## src/rtl/mem_arbiter_if.sv

```systemverilog
// Request/grant and memory-port bundle shared by the loader, CPU, GPU, arbiter and memory.
interface mem_arbiter_if #(
   parameter int unsigned ADDR_W = 12
);
   localparam int unsigned DATA_W = 8;

   // loader: write-only requester
   logic              ld_req;
   logic [ADDR_W-1:0] ld_addr;
   logic [DATA_W-1:0] ld_wdata;

   // CPU: read/write requester with bus-lock hint
   logic              cpu_req;
   logic              cpu_we;
   logic [ADDR_W-1:0] cpu_addr;
   logic [DATA_W-1:0] cpu_wdata;
   logic              cpu_lock;

   // GPU: sprite-fetch reads
   logic              gpu_req;
   logic [ADDR_W-1:0] gpu_addr;

   // grants and read responses
   logic              ld_gnt;
   logic              cpu_gnt;
   logic              gpu_gnt;
   logic              cpu_rvalid;
   logic              gpu_rvalid;
   logic [DATA_W-1:0] rdata;
   logic              busy;

   // memory ports
   logic              mem_read;
   logic [ADDR_W-1:0] mem_read_addr;
   logic              mem_write;
   logic [ADDR_W-1:0] mem_write_addr;
   logic [DATA_W-1:0] mem_write_data;
   logic [DATA_W-1:0] mem_read_data;

   // arbiter side
   modport slave (
      input  ld_req, ld_addr, ld_wdata,
      input  cpu_req, cpu_we, cpu_addr, cpu_wdata, cpu_lock,
      input  gpu_req, gpu_addr,
      input  mem_read_data,
      output ld_gnt, cpu_gnt, gpu_gnt,
      output cpu_rvalid, gpu_rvalid, rdata, busy,
      output mem_read, mem_read_addr,
      output mem_write, mem_write_addr, mem_write_data
   );

   // requester/memory side
   modport master (
      output ld_req, ld_addr, ld_wdata,
      output cpu_req, cpu_we, cpu_addr, cpu_wdata, cpu_lock,
      output gpu_req, gpu_addr,
      output mem_read_data,
      input  ld_gnt, cpu_gnt, gpu_gnt,
      input  cpu_rvalid, gpu_rvalid, rdata, busy,
      input  mem_read, mem_read_addr,
      input  mem_write, mem_write_addr, mem_write_data
   );
endinterface

```

## src/rtl/mem_arbiter.sv

```systemverilog
// Single-port memory arbiter: loader has absolute priority, CPU and GPU share
// round-robin, and the CPU can lock the GPU out while holding cpu_lock.
// Grants and memory commands are combinational; read responses come one cycle later.
module mem_arbiter #(
   parameter int unsigned ADDR_W = 12
) (
   input  logic         clk,
   input  logic         rst_n,
   mem_arbiter_if.slave bus
);
   localparam int unsigned DATA_W = 8;

   typedef enum logic { OPEN = 1'b0, LOCKED = 1'b1 } lock_state_e;
   typedef enum logic [1:0] { SEL_NONE, SEL_LD, SEL_CPU, SEL_GPU } sel_e;

   lock_state_e       state_q, state_d;
   logic              rr_q, rr_d;
   logic              cpu_rvalid_q, gpu_rvalid_q;
   sel_e              sel_c;
   logic              gpu_eligible_c;
   logic              mem_read_c, mem_write_c;
   logic [ADDR_W-1:0] rd_addr_c, wr_addr_c;
   logic [DATA_W-1:0] wr_data_c;

   // Winner selection: loader first, then CPU/GPU by rr; GPU excluded while locked.
   always_comb begin
      sel_c          = SEL_NONE;
      gpu_eligible_c = bus.gpu_req && (state_q == OPEN);
      if (!rst_n) begin
         sel_c = SEL_NONE;
      end else if (bus.ld_req) begin
         sel_c = SEL_LD;
      end else if (bus.cpu_req && gpu_eligible_c) begin
         sel_c = rr_q ? SEL_GPU : SEL_CPU;
      end else if (bus.cpu_req) begin
         sel_c = SEL_CPU;
      end else if (gpu_eligible_c) begin
         sel_c = SEL_GPU;
      end
   end

   // Lock state and round-robin pointer registers.
   always_ff @(posedge clk or negedge rst_n) begin
      if (!rst_n) begin
         state_q <= OPEN;
         rr_q    <= 1'b0;
      end else begin
         state_q <= state_d;
         rr_q    <= rr_d;
      end
   end

   // Next lock state and pointer; loader grants and idle cycles leave rr alone.
   always_comb begin
      state_d = state_q;
      rr_d    = rr_q;
      case (state_q)
         OPEN:    if (sel_c == SEL_CPU && bus.cpu_lock) state_d = LOCKED;
         LOCKED:  if (!bus.cpu_lock) state_d = OPEN;
         default: state_d = OPEN;
      endcase
      if (sel_c == SEL_CPU) begin
         rr_d = 1'b1;
      end else if (sel_c == SEL_GPU) begin
         rr_d = 1'b0;
      end
   end

   // Read-response pending flags, one cycle behind the read grant.
   always_ff @(posedge clk or negedge rst_n) begin
      if (!rst_n) begin
         cpu_rvalid_q <= 1'b0;
         gpu_rvalid_q <= 1'b0;
      end else begin
         cpu_rvalid_q <= (sel_c == SEL_CPU) && !bus.cpu_we;
         gpu_rvalid_q <= (sel_c == SEL_GPU);
      end
   end

   // Memory command from the winner; at most one of read/write.
   always_comb begin
      mem_read_c  = 1'b0;
      mem_write_c = 1'b0;
      rd_addr_c   = bus.cpu_addr;
      wr_addr_c   = bus.cpu_addr;
      wr_data_c   = bus.cpu_wdata;
      case (sel_c)
         SEL_LD: begin
            mem_write_c = 1'b1;
            wr_addr_c   = bus.ld_addr;
            wr_data_c   = bus.ld_wdata;
         end
         SEL_CPU: begin
            if (bus.cpu_we) begin
               mem_write_c = 1'b1;
            end else begin
               mem_read_c = 1'b1;
            end
         end
         SEL_GPU: begin
            mem_read_c = 1'b1;
            rd_addr_c  = bus.gpu_addr;
         end
         default: ;
      endcase
   end

   assign bus.ld_gnt         = (sel_c == SEL_LD);
   assign bus.cpu_gnt        = (sel_c == SEL_CPU);
   assign bus.gpu_gnt        = (sel_c == SEL_GPU);
   assign bus.mem_read       = mem_read_c;
   assign bus.mem_read_addr  = rd_addr_c;
   assign bus.mem_write      = mem_write_c;
   assign bus.mem_write_addr = wr_addr_c;
   assign bus.mem_write_data = wr_data_c;
   assign bus.cpu_rvalid     = cpu_rvalid_q;
   assign bus.gpu_rvalid     = gpu_rvalid_q;
   assign bus.rdata          = bus.mem_read_data;
   assign bus.busy           = bus.ld_req | bus.cpu_req | bus.gpu_req |
                               cpu_rvalid_q | gpu_rvalid_q;
endmodule

```

## src/flat_wrapper.sv

```systemverilog
// flat-port wrapper written by rule: the top's interface ports become plain ports
module mem_arbiter_flat 
#(
   parameter int unsigned ADDR_W = 12
)
  (clk, rst_n, bus_ld_req, bus_ld_addr, bus_ld_wdata, bus_cpu_req, bus_cpu_we, bus_cpu_addr, bus_cpu_wdata, bus_cpu_lock, bus_gpu_req, bus_gpu_addr, bus_mem_read_data, bus_ld_gnt, bus_cpu_gnt, bus_gpu_gnt, bus_cpu_rvalid, bus_gpu_rvalid, bus_rdata, bus_busy, bus_mem_read, bus_mem_read_addr, bus_mem_write, bus_mem_write_addr, bus_mem_write_data);
  mem_arbiter_if #(.ADDR_W(ADDR_W)) bus_i ();
  input  logic clk;
  input  logic rst_n;
  input wire logic [$bits(bus_i.ld_req)-1:0] bus_ld_req;
  input wire logic [$bits(bus_i.ld_addr)-1:0] bus_ld_addr;
  input wire logic [$bits(bus_i.ld_wdata)-1:0] bus_ld_wdata;
  input wire logic [$bits(bus_i.cpu_req)-1:0] bus_cpu_req;
  input wire logic [$bits(bus_i.cpu_we)-1:0] bus_cpu_we;
  input wire logic [$bits(bus_i.cpu_addr)-1:0] bus_cpu_addr;
  input wire logic [$bits(bus_i.cpu_wdata)-1:0] bus_cpu_wdata;
  input wire logic [$bits(bus_i.cpu_lock)-1:0] bus_cpu_lock;
  input wire logic [$bits(bus_i.gpu_req)-1:0] bus_gpu_req;
  input wire logic [$bits(bus_i.gpu_addr)-1:0] bus_gpu_addr;
  input wire logic [$bits(bus_i.mem_read_data)-1:0] bus_mem_read_data;
  output wire logic [$bits(bus_i.ld_gnt)-1:0] bus_ld_gnt;
  output wire logic [$bits(bus_i.cpu_gnt)-1:0] bus_cpu_gnt;
  output wire logic [$bits(bus_i.gpu_gnt)-1:0] bus_gpu_gnt;
  output wire logic [$bits(bus_i.cpu_rvalid)-1:0] bus_cpu_rvalid;
  output wire logic [$bits(bus_i.gpu_rvalid)-1:0] bus_gpu_rvalid;
  output wire logic [$bits(bus_i.rdata)-1:0] bus_rdata;
  output wire logic [$bits(bus_i.busy)-1:0] bus_busy;
  output wire logic [$bits(bus_i.mem_read)-1:0] bus_mem_read;
  output wire logic [$bits(bus_i.mem_read_addr)-1:0] bus_mem_read_addr;
  output wire logic [$bits(bus_i.mem_write)-1:0] bus_mem_write;
  output wire logic [$bits(bus_i.mem_write_addr)-1:0] bus_mem_write_addr;
  output wire logic [$bits(bus_i.mem_write_data)-1:0] bus_mem_write_data;
  assign bus_i.ld_req = bus_ld_req;
  assign bus_i.ld_addr = bus_ld_addr;
  assign bus_i.ld_wdata = bus_ld_wdata;
  assign bus_i.cpu_req = bus_cpu_req;
  assign bus_i.cpu_we = bus_cpu_we;
  assign bus_i.cpu_addr = bus_cpu_addr;
  assign bus_i.cpu_wdata = bus_cpu_wdata;
  assign bus_i.cpu_lock = bus_cpu_lock;
  assign bus_i.gpu_req = bus_gpu_req;
  assign bus_i.gpu_addr = bus_gpu_addr;
  assign bus_i.mem_read_data = bus_mem_read_data;
  assign bus_ld_gnt = bus_i.ld_gnt;
  assign bus_cpu_gnt = bus_i.cpu_gnt;
  assign bus_gpu_gnt = bus_i.gpu_gnt;
  assign bus_cpu_rvalid = bus_i.cpu_rvalid;
  assign bus_gpu_rvalid = bus_i.gpu_rvalid;
  assign bus_rdata = bus_i.rdata;
  assign bus_busy = bus_i.busy;
  assign bus_mem_read = bus_i.mem_read;
  assign bus_mem_read_addr = bus_i.mem_read_addr;
  assign bus_mem_write = bus_i.mem_write;
  assign bus_mem_write_addr = bus_i.mem_write_addr;
  assign bus_mem_write_data = bus_i.mem_write_data;
  mem_arbiter #(.ADDR_W(ADDR_W)) u_core (.clk(clk), .rst_n(rst_n), .bus(bus_i));
endmodule
```

## config.mk

```make
export PLATFORM = sky130hd
export DESIGN_NAME = mem_arbiter_flat
export DESIGN_NICKNAME = d
export VERILOG_FILES = /design/src/rtl/mem_arbiter_if.sv /design/src/rtl/mem_arbiter.sv /design/src/flat_wrapper.sv
export SDC_FILE = /design/constraint.sdc
export NUM_CORES = 1
export LEC_CHECK = 0
export CORE_ASPECT_RATIO = 1.2
export CORE_MARGIN = 5
export CORE_UTILIZATION = 20
export DETAILED_ROUTE_END_ITERATION = 16
export PLACE_DENSITY = 0.77
export SYNTH_ARGS = -nofsm -noshare
export SYNTH_HDL_FRONTEND = slang
export SYNTH_SLANG_ARGS = --single-unit
```

## constraint.sdc

```tcl
create_clock -name clk -period 1.5 [get_ports clk]
set_input_delay 0.3 -clock clk [delete_from_list [all_inputs] [get_ports clk]]
set_output_delay 0.3 -clock clk [all_outputs]
set_load 0.01 [all_outputs]
```

* Yosys cells after proc, flatten, opt, wreduce, memory -nomap -nowiden
Index checks and enable logic that the tools add are counted.
** Cells by class
- Mux-type cells :: 18
- Equality and inequality tests :: 3
- Reduce and logical (&&, ||, !) cells :: 6
- Bitwise logic cells :: 5
** Operator list (count)
- two-way mux 12 bit :: 2
- two-way mux 2 bit :: 5
- two-way mux 8 bit :: 1
- two-way mux 1 bit :: 7
- case mux 1 bit (2 select lines) :: 3
- == test 2 bit, second input constant :: 2
- logical AND 1 bit :: 4
- OR 1 bit :: 4
- == test 2 x 1 -> 1 bit, second input constant :: 1
- nonzero test 2 bit :: 1
- logical NOT 1 bit :: 1
- inverter 1 bit :: 1
** Word-level totals
- Input port bits :: 67
- Word-level logic and storage cells :: 36
- Register bits :: 4
- Output and inout port bits :: 48

* Logic depth before layout (Yosys ltp)
Gate-level depths: netlist of run 1.
- Depth in word-level cells :: 11
- Depth in mapped cells :: 5
- Mapped depth without buffers :: 3

* Least setup slack after synthesis of run 1
Ideal clock, no wire load.
- Kind :: reg2out
- Start :: register u_core.rr_q
- End :: output port bus_mem_read_addr[10]
- Data arrival time :: 1.258 ns
- Slack :: -0.058 ns
- Stages on the path, launching flop included :: 6
- Cell sequence :: dfrtp_1 > nand2b_1 > and3_1 > buf_6 > buf_12 > mux2_4
** Between the ends
- Longest elaborated chain between the ends :: 6
** Ends and longest elaborated chain
- start, declared :: RTL line mem_arbiter.sv:17 : logic rr_q, rr_d;
- start signal, assigned :: RTL line mem_arbiter.sv:49 : rr_q <= rr_d;
- two-way mux 1 bit :: RTL line mem_arbiter.sv:34 : sel_c = rr_q ? SEL_GPU : SEL_CPU;
- two-way mux 2 bit :: RTL line mem_arbiter.sv:33 : end else if (bus.cpu_req && gpu_eligible_c) begin
- two-way mux 2 bit :: RTL line mem_arbiter.sv:31 : end else if (bus.ld_req) begin
- two-way mux 2 bit :: RTL line mem_arbiter.sv:29 : if (!rst_n) begin
- == test 2 bit
- net bus_gpu_gnt :: RTL line flat_wrapper.sv:23 : output wire logic [$bits(bus_i.gpu_gnt)-1:0] bus_gpu_gnt;
- two-way mux 12 bit :: RTL line mem_arbiter.sv:87 : case (sel_c)
- end, declared :: RTL line flat_wrapper.sv:29 : output wire logic [$bits(bus_i.mem_read_addr)-1:0] bus_mem_read_addr;
The timed path passes the listed nets, and every way through them passes these cells.

* Worst setup path in the final report of run 1
- Start :: register u_core.state_q
- End :: output port bus_mem_read_addr[3]
** Between the ends
- Longest elaborated chain between the ends :: 9
** Ends and longest elaborated chain
- start, declared :: RTL line mem_arbiter.sv:16 : lock_state_e state_q, state_d;
- start signal, assigned :: RTL line mem_arbiter.sv:48 : state_q <= state_d;
- inverter 1 bit (*) :: RTL line mem_arbiter.sv:28 : gpu_eligible_c = bus.gpu_req && (state_q == OPEN);
- logical AND 1 bit (*) :: RTL line mem_arbiter.sv:28
- two-way mux 2 bit :: RTL line mem_arbiter.sv:37 : end else if (gpu_eligible_c) begin
- two-way mux 2 bit :: RTL line mem_arbiter.sv:35 : end else if (bus.cpu_req) begin
- two-way mux 2 bit (*) :: RTL line mem_arbiter.sv:33
- two-way mux 2 bit (*) :: RTL line mem_arbiter.sv:31
- two-way mux 2 bit (*) :: RTL line mem_arbiter.sv:29
- == test 2 bit (*) :: RTL line mem_arbiter.sv:87
- two-way mux 12 bit (*) :: RTL line mem_arbiter.sv:87
Mark *: on every way between the ends. The rest lies on a longest branch, timed or not.

==> results.md, run 1 <==
- R2r setup slk: 290 ps
- CP arrival: 1530 ps
- CP Launch Type: register
- Ys Warns: 0
- Unrepaired setup endpoints after global routing: true
- Pwr Total: 1.047 mW
- Worst reg2reg path startpoint: u_core.rr_q$_DFFE_PN0P_
- Final cycle utilization of the critical path: 121.9%
- Failing checks: negative setup slack
- Gr usage total: 17.96%
- Pwr/cell area: 485.9 nW/um^2
- Clock Tree Root: clkbuf_8
- Post-synthesis mux area share: 54.97%
- Hold-fix buffers, CTS: 0
- Synth area leaders: mux2_2, mux2_4, dfrtp_1
- Largest family of logic cells by synthesized area: multiplexers
- Die footprint: 4887 um^2
- Total Routed Length: 4.226 mm
- Status: finished with violations
- Minimum clock period: 1829 ps
- Worst IR Drop VDD: 0.0002130 V
- Drt pass-1 iters: 4
- Most frequent cell after synthesis: mux2_2
- Syn nets: 133
- Worst hold path type: in -> async
- TritonCTS clock tree: built
- Final hold violations: 0
- Layout cell share with drive strength beyond 1: 58.33%
- RePlAce Congestion: 0.7770
- Core Area: 3396 um^2
- Chip Height: 75.59 um
- IO Pins: 115
- Final setup fails: 36
- Worst-margin pin slew: 221.7 ps
- Worst Setup End Kind: output pin
- F_max: 0.5468 GHz
- #FFs+latches synth: 4
- Clock Skew: 1.625 ps
- Prevailing post-synth register cell: dfrtp_1
- Compound-gate portion of the synthesized area: 5.585%
- Pin count of the biggest net entering global routing: 7
- Synth cell count leaders: mux2_2, mux2_4, buf_4, dfrtp_1
- WL/cell: 19.47 um
- Cts bufs inserted: 3
- Hold_ws: 77.93 ps
- R2r worst-path depth: 5
- Final Max Tran Viols: 0
- Overflow after GRT: 0
- Hpwl dp: 3.083 mm
- Reg clk slew, reported paths: 30 ps
- Vias per inst: 4.636
- DRC viols: 0
- Post-synthesis sequential area ratio: 13.96%
- Async SR Flop Fraction: 100.0%
- Max cap viols: 0
- Adder-Cell Fraction of Synth Area: 0%
- Port bufs: 98
- DRT iter0 DRCs: 12
- Worst Path Max Fanout: 5
- Leak: 1.052 nW
- First-pass GRT wire length: 6.513 mm
- Top-area cell type share of the netlist area: 36.13%
- CP Class: reg -> out
- Final ANT Viol Nets: 0
- Final net count: 249
- CTS H-tree lvls: 1
- Slew HR: 85.09%
- Synthesized area: 716.9 um^2
- Synth Instances: 66
- Initial Util: 21.11%
- Skew-Pair Late Insertion Delay: 220 ps
- Number of global-route vias before repair: 1267
- Area leader, netlist: mux2_2
- Required time of the critical path: 1200 ps
- Initial antenna violation count: 0
- Syn-to-layout area delta: 200.5%
- Vias: 1006
- Xor/xnor cell area share of the yosys netlist: 0%
- Antenna diode instance count: 0
- Yosys cell types: 20
- Placed insts: 200
- Setup slack after layout: -328.9 ps
- Fin cells: 217
- Post-Synth Simple-Gate Area: 10.30%
- Sink Count: 4
- # rows: 23
- R2R Path End: u_core.bus.gpu_rvalid$_DFF_PN0_
- Mapped Avg Cell Area: 10.86 um^2
- Number of synthesized flops with an enable pin: 0
- Die width: 64.66 um
- Worst-case clock buffer depth: 2
[cell families after synthesis]
group / count (synthesis)
and+or+nand+nor: 10
AOI/OAI and AO/OA: 6
DFF: 4
buffers and inverters: 14
muxes: 32
[sequential cells by signal, summed over array words and instances (netlist names)]
signal	count
u_core.bus.cpu_rvalid	1
u_core.bus.gpu_rvalid	1
u_core.rr_q	1
u_core.state_q	1
[power by group]
part | leakage [nW] | internal (mW) | switching, mW | total, mW
logic | 0.978 | 0.471 | 0.224 | 0.695
clock network | 0.0216 | 0.171 | 0.0549 | 0.226
registers | 0.0520 | 0.119 | 0.00681 | 0.126
[critical path, cell delays in order, from the launching register on]
cell and delay, ps:
dfrtp_1 400, nor2b_4 130, and3_4 220, buf_6 130, mux2_4 310, buf_6 120
[metal layers]
metal  routed length [um]  GRT usage [%]
met1                 1420          16.92
met2                 2232          34.98
met3                  451          5.900
met4                  121          9.155
met5                    0              0
[placed cells by master, fill, tap and decap left out]
cell type	netlist	routed
nor2b_1	2	2
buf_8	0	1
buf_4	8	12
dlygate4sd2_1	0	2
buf_2	2	3
o21a_1	1	1
nand3b_1	1	1
and3_4	0	1
mux2_4	9	32
inv_1	2	2
a21o_1	1	1
nand2_8	0	1
nand2_1	2	1
buf_16	0	2
nand2b_4	0	1
a21oi_1	2	1
clkbuf_8	0	3
a31oi_1	1	1
clkdlybuf4s50_1	0	55
buf_6	1	41
a2bb2oi_1	1	1
clkdlybuf4s15_1	0	2
buf_12	1	5
nor2b_4	2	2
nor4_1	1	1
a21oi_4	0	1
dfrtp_1	4	4
[cell type report]
class / instances / area [um^2]
Inverter: 2 / 7.507
Fill cell: 271 / 1241
Sequential cell: 4 / 100.1
Timing Repair Buffer: 123 / 1325
Multi-Input combinational cell: 48 / 634.4
Clock buffer: 3 / 41.29
Tap cell: 37 / 46.29
[per-stage QoR]
step	setup TNS (ps)	setup slack, ps	util, %	area (um^2)
2_1_floorplan	-430.7	-47.86	-	724.4
3_3_place_gp	-32200	-925.7	51.77	1758
3_5_place_dp	-32200	-952.8	51.77	1758
4_1_cts	-6025	-416.6	63.67	2162
5_1_grt	-6662	-390.8	63.45	2155
6_report	-5323	-328.9	63.45	2155
[worst max path at each step]
stage	startpoint	to	slack, ps	cells past startpoint
final	u_core.state_q$_DFF_PN0_	bus_mem_read_addr[3]	-330	5
after global routing	u_core.state_q$_DFF_PN0_	bus_mem_read_addr[3]	-390	5
after CTS	u_core.state_q$_DFF_PN0_	bus_mem_read_addr[5]	-420	6
after detailed placement	rst_n	bus_mem_read_addr[11]	-950	6
after global placement	rst_n	bus_mem_read_addr[0]	-930	6
after floorplan	u_core.rr_q$_DFFE_PN0P_	bus_mem_read_addr[10]	-50	5
[what timing repair did]
action,4_1_cts,5_1_grt
hold endpoints to repair,0,0
cloned,4,0
gates resized for setup,229,10
buffers inserted,10,2
setup endpoints to repair,38,36
pin swaps,2,3
Power figures use the tool's default switching activity.
==> run 2: changes to the inputs <==
--- a/config.mk
+++ b/config.mk
@@ -11,4 +11,5 @@
 export DETAILED_ROUTE_END_ITERATION = 16
 export PLACE_DENSITY = 0.77
+export SETUP_SLACK_MARGIN = 0.05
 export SYNTH_ARGS = -nofsm -noshare
 export SYNTH_HDL_FRONTEND = slang
==> constraint.sdc (replaced) <==
create_clock -name clk -period 1.5 [get_ports clk]
set_input_delay 0.45 -clock clk [delete_from_list [all_inputs] [get_ports clk]]
set_output_delay 0.45 -clock clk [all_outputs]
set_load 0.01 [all_outputs]
==> run 2 against run 1 <==
Against the previous run:
- the run still ends with negative setup slack left
- non-clock buffer count increased by 2
- worst hold slack improved by 190 ps
- clock power increased by 5%
- critical path type unchanged
==> results.md, run 2 (synthesis results as in run 1) <==
- Most frequent cells in the layout: clkdlybuf4s50_1, buf_6, mux2_4 (unchanged)
- Antenna diode instance count: 0 (unchanged)
- Post-Place Setup Slack: -1251 ps (was -952.8 ps)
- Sink Count: 4 (unchanged)
- Gr usage total: 16.13% (was 17.96%)
- F_max: 0.4976 GHz (was 0.5468 GHz)
- Slowest Stage Delay on Critical Path: 420 ps (was 400 ps)
- Crit-path slowest cell: dfrtp_1 (unchanged)
- Leak: 1.059 nW (was 1.052 nW)
- Pwr/cell area: 490.3 nW/um^2 (was 485.9 nW/um^2)
- Final setup fails: 37 (was 36)
- Clock Tree Root: clkbuf_8 (unchanged)
- TNS Setup: -12580 ps (was -5323 ps)
- Placed insts: 203 (was 200)
- Skew-Pair Late Insertion Delay: 230 ps (was 220 ps)
- Unrepaired setup endpoints after global routing: true (unchanged)
- CP arrival: 1560 ps (was 1530 ps)
- Chip Height: 75.59 um (unchanged)
- Pin count of the biggest net entering global routing: 7 (unchanged)
- Worst IR Drop VDD: 0.0004572 V (was 0.0002130 V)
- Syn-to-layout area delta: 202.8% (was 200.5%)
- Core Area: 3396 um^2 (unchanged)
- CP Launch Point: u_core.state_q$_DFF_PN0_ (unchanged)
- Required time of the critical path: 1050 ps (was 1200 ps)
- Worst reg2reg path startpoint: u_core.state_q$_DFF_PN0_ (was u_core.rr_q$_DFFE_PN0P_)
- Vias per inst: 4.626 (was 4.636)
- Vias: 1013 (was 1006)
- Drt pass-1 iters: 4 (unchanged)
- RePlAce Congestion: 0.9427 (was 0.7770)
- Worst Path Max Fanout: 4 (was 5)
- FILL cells: 267 (was 271)
- R2R Path End: u_core.state_q$_DFF_PN0_ (was u_core.bus.gpu_rvalid$_DFF_PN0_)
- Fin cells: 219 (was 217)
- Crit path top cell by count: buf_6 (unchanged)
- CP Class: reg -> out (unchanged)
- Final hold violations: 0 (unchanged)
- CP cell instances: nor2b_4 -> and3_4 -> buf_6 -> mux2_4 -> buf_6 (unchanged)
- IO Pins: 115 (unchanged)
- Port bufs: 98 (unchanged)
- Minimum clock period: 2010 ps (was 1829 ps)
- Worst hold path type: in -> async (unchanged)
- Max cap viols: 0 (unchanged)
- Critical path buffers and inverters: 2 (unchanged)
- CP Launch Type: register (unchanged)
- Final Max Tran Viols: 0 (unchanged)
- Top delay family on crit path: flip-flops (unchanged)
- Worst Setup End Kind: output pin (unchanged)
- Reg clk slew, reported paths: 30 ps (about the same)
- Area of the multi-input gates: 655.6 um^2 (was 634.4 um^2)
- Layout cell share with drive strength beyond 1: 62.09% (was 58.33%)
- Setup slack after layout: -509.6 ps (was -328.9 ps)
- Overflow after GRT: 0 (unchanged)
- Worst-case clock buffer depth: 2 (unchanged)
- Final cycle utilization of the critical path: 134.0% (was 121.9%)
- Clock Skew: 4.257 ps (was 1.625 ps)
- Register area: 100.1 um^2 (unchanged)
- Initial Util: 21.11% (unchanged)
- Slew HR: 87.53% (was 85.09%)
- # rows: 23 (unchanged)
- DRC viols: 0 (unchanged)
- Hpwl dp: 3.213 mm (was 3.083 mm)
- DRT iter0 DRCs: 28 (was 12)
- Die width: 64.66 um (unchanged)
- Initial antenna violation count: 0 (unchanged)
- Final net count: 251 (was 249)
- Cts bufs inserted: 3 (unchanged)
- WL/cell: 18.06 um (was 19.47 um)
- Status: finished with violations (unchanged)
- R2r worst-path depth: 6 (was 5)
- Hold_ws: 271.8 ps (was 77.93 ps)
- Final ANT Viol Nets: 0 (unchanged)
- First-pass GRT wire length: 5.934 mm (was 6.513 mm)
- Worst-margin pin slew: 185.7 ps (was 221.7 ps)
- R2r setup slk: 240 ps (was 290 ps)
- TritonCTS clock tree: built (unchanged)
- Die footprint: 4887 um^2 (unchanged)
- Number of global-route vias before repair: 1177 (was 1267)
- Commonest non-fill, non-tap cell in the layout: clkdlybuf4s50_1 (unchanged)
- CTS H-tree lvls: 1 (unchanged)
- Failing checks: negative setup slack (unchanged)
- Total Routed Length: 3.956 mm (was 4.226 mm)
## run 2: stage by stage
stage                     cell area [um^2]  utilization [%]  total power, mW
after floorplan                      815.8                -           0.3707
after global placement                1864            54.90           0.7109
after detailed placement              1864            54.90           0.7216
after CTS                             2176            64.08            1.069
after global routing                  2171            63.93            1.123
final                                 2171            63.93            1.064
## run 2: worst reg2reg max path, cell delays in order (launching register included)
cell     delay, ps
dfrtp_1        420
nor2b_4        140
buf_4          140
a21oi_4         60
buf_6          110
buf_4          120
o21a_1         150
## run 2: worst max-delay path by stage
stage | to | slack [ps] | cells after the start
floorplan | bus_mem_read_addr[10] | -260 | 5
global placement | bus_mem_read_addr[0] | -1210 | 6
detailed placement | bus_mem_read_addr[8] | -1250 | 6
CTS | bus_mem_read_addr[5] | -590 | 6
global route | bus_mem_read_addr[8] | -550 | 5
finish | bus_mem_read_addr[8] | -510 | 5
## run 2: layer usage
layer	part of all wire (%)	vias to the layer above	GRT usage [%]
met3	15	9	7.670
met5	0	-	0
li1	-	462	-
met2	52	89	32.45
met4	1.5	0	6.338
met1	31	453	13.66
## run 2: power breakdown
group	switching, mW	internal, mW	total, mW
clock network	0.0652	0.172	0.237
registers	0.00793	0.119	0.127
logic	0.221	0.480	0.700
## run 2: final cells by class
type / instances / area share [%]
Tap cell: 37 / 2.133
Inverter: 2 / 0.4611
Timing Repair Buffer: 125 / 60.69
Clock buffer: 3 / 1.902
Multi-Input combinational cell: 48 / 30.20
Sequential cell: 4 / 4.611
## run 2: timing repair
action	CTS	global route
pin swaps	4	5
endpoints found under the setup margin	42	38
setup buffers	10	6
cloned	3	0
gates resized for setup	231	9
hold buffers	0	0
==> run 3: changes to the inputs <==
Settings changed: MAX_ROUTING_LAYER set to met4.
==> run 3 against run 2 <==
Against the previous run:
- the run still ends with negative setup slack left
- sequential share of layout area unchanged
- global-route usage increased by 0.50 points
- clock skew is essentially flat
- combinational power hardly changed
- flip-flop and latch count did not move
- sequential power is essentially flat
- worst hold slack about the same
- via count barely moved
- first-iteration DRC count down 3.6%
- largest power group unchanged
==> results.md, run 3 (synthesis results as in run 1) <==
- First-pass GRT wire length: 5.913 mm (was 5.934 mm)
- Antenna diode instance count: 0 (unchanged)
- IO Pins: 115 (unchanged)
- Number of global-route vias before repair: 1182 (was 1177)
- Leak: 1.059 nW (unchanged)
- Placement Cell Area: 1864 um^2 (unchanged)
- Port bufs: 98 (unchanged)
- WL/cell: 18.09 um (was 18.06 um)
- Grt met3 use: 5.752% (was 7.670%)
- Pin count of the biggest net entering global routing: 7 (unchanged)
- Final hold violations: 0 (unchanged)
- Max cap viols: 0 (unchanged)
- Gr usage total: 16.63% (was 16.13%)
- Vias: 1012 (was 1013)
- Slowest Stage Delay on Critical Path: 420 ps (about the same)
- Slew HR: 87.53% (unchanged)
- Worst Setup End Kind: output pin (unchanged)
- Required time of the critical path: 1050 ps (about the same)
- Worst-case clock buffer depth: 2 (unchanged)
- Reg clk slew, reported paths: 30 ps (about the same)
- CP arrival: 1560 ps (about the same)
- # rows: 23 (unchanged)
- Final Max Tran Viols: 0 (unchanged)
- Clock Skew: 4.219 ps (was 4.257 ps)
- Sink Count: 4 (unchanged)
- CP cell instances: nor2b_4 -> and3_4 -> buf_6 -> mux2_4 -> buf_6 (unchanged)
- CTS H-tree lvls: 1 (unchanged)
- Overflow after GRT: 0 (unchanged)
- Initial Util: 21.11% (unchanged)
- Final setup fails: 37 (unchanged)
- Worst IR Drop VDD: 0.0004571 V (was 0.0004572 V)
- Worst Path Max Fanout: 4 (unchanged)
- Die footprint: 4887 um^2 (unchanged)
- Top delay family on crit path: flip-flops (unchanged)
- Die width: 64.66 um (unchanged)
- Final Cell Area: 2171 um^2 (unchanged)
- Chip Height: 75.59 um (unchanged)
- Layout cell share with drive strength beyond 1: 62.09% (unchanged)
- Total Routed Length: 3.961 mm (was 3.956 mm)
- TNS Setup: -12580 ps (about the same)
- F_max: 0.4975 GHz (was 0.4976 GHz)
- Pwr/cell area: 490.4 nW/um^2 (was 490.3 nW/um^2)
- Failing checks: negative setup slack (unchanged)
- Hpwl dp: 3.213 mm (unchanged)
- GR Util met2: 32.45% (unchanged)
- Hold_ws: 271.6 ps (was 271.8 ps)
- Setup slack after layout: -509.9 ps (was -509.6 ps)
- Core Area: 3396 um^2 (unchanged)
- Placed insts: 203 (unchanged)
- Initial antenna violation count: 0 (unchanged)
- RePlAce Congestion: 0.9597 (was 0.9427)
- Post-Place Setup Slack: -1251 ps (unchanged)
- Skew-Pair Late Insertion Delay: 230 ps (about the same)
- Cts bufs inserted: 3 (unchanged)
- Area of the multi-input gates: 655.6 um^2 (unchanged)
- Minimum clock period: 2010 ps (about the same)
- Final ANT Viol Nets: 0 (unchanged)
- Fin cells: 219 (unchanged)
- Pwr Total: 1.065 mW (was 1.064 mW)
- Clock Tree Root: clkbuf_8 (unchanged)
- Critical path buffers and inverters: 2 (unchanged)
- Crit path top cell by count: buf_6 (unchanged)
- Syn-to-layout area delta: 202.8% (unchanged)
- Post-layout util: 63.93% (unchanged)
- CP Class: reg -> out (unchanged)
- Status: finished with violations (unchanged)
- Most frequent cells in the layout: clkdlybuf4s50_1, buf_6, mux2_4 (unchanged)
- GRT met1 Usage: 14.82% (was 13.66%)
- TritonCTS clock tree: built (unchanged)
- Vias per inst: 4.621 (was 4.626)
- CP Launch Type: register (unchanged)
- Worst hold path type: in -> async (unchanged)
- Unrepaired setup endpoints after global routing: true (unchanged)
- Register area: 100.1 um^2 (unchanged)
- Final cycle utilization of the critical path: 134.0% (about the same)
- Final net count: 251 (unchanged)
- DRC viols: 0 (unchanged)
- Drt pass-1 iters: 4 (unchanged)
- FILL cells: 267 (unchanged)
- Worst-margin pin slew: 185.7 ps (unchanged)
- GR peak layer: met2 (unchanged)
- DRT iter0 DRCs: 27 (was 28)
- Commonest non-fill, non-tap cell in the layout: clkdlybuf4s50_1 (unchanged)
- Crit-path slowest cell: dfrtp_1 (unchanged)
[run 3: worst reg2reg max path: cells and delay by family, from the launching register on]
kind	cells	cell delay [ps]
DFF	1	420
AOI/OAI and AO/OA	2	210
buffers and inverters	3	370
and+or+nand+nor	1	140
[run 3: path summary, 6_finish.rpt]
check,start,to,slack (ps),cells after the start
worst min register to register,u_core.rr_q$_DFFE_PN0P_,u_core.rr_q$_DFFE_PN0P_,670,3
worst max register to register,u_core.state_q$_DFF_PN0_,u_core.state_q$_DFF_PN0_,240,6
min in group clk,bus_cpu_we,u_core.bus.cpu_rvalid$_DFF_PN0_,600,2
worst min-delay path,rst_n,u_core.rr_q$_DFFE_PN0P_,270,4
worst max-delay path,u_core.state_q$_DFF_PN0_,bus_mem_read_addr[8],-510,5
max in group asynchronous,rst_n,u_core.state_q$_DFF_PN0_,1010,5
[run 3: cell type report]
class,instances,share of cell area (%)
well taps,37,2.133
clock buffers,3,1.902
flip-flops and latches,4,4.611
inverters,2,0.4611
repair buffers,125,60.69
multi-input cells,48,30.20
[run 3: timing repair]
action,CTS,global route
hold buffers,0,0
pin swaps,4,5
resized for setup,231,9
buffers inserted,10,6
cloned,3,0
endpoints found under the setup margin,42,38
[run 3: metal layers]
layer | vias to the layer above | wire length (um)
met5 | - | 0
met4 | 0 | 61
met2 | 89 | 2066
li1 | 462 | -
met1 | 452 | 1328
met3 | 9 | 504
[run 3: where the power goes]
group | switching (mW) | total, mW | leakage, nW | internal [mW]
combinational | 0.221 | 0.700 | 0.985 | 0.480
sequential | 0.00793 | 0.127 | 0.0520 | 0.119
clock | 0.0654 | 0.237 | 0.0216 | 0.172
total | 0.294 | 1.06 | 1.06 | 0.770
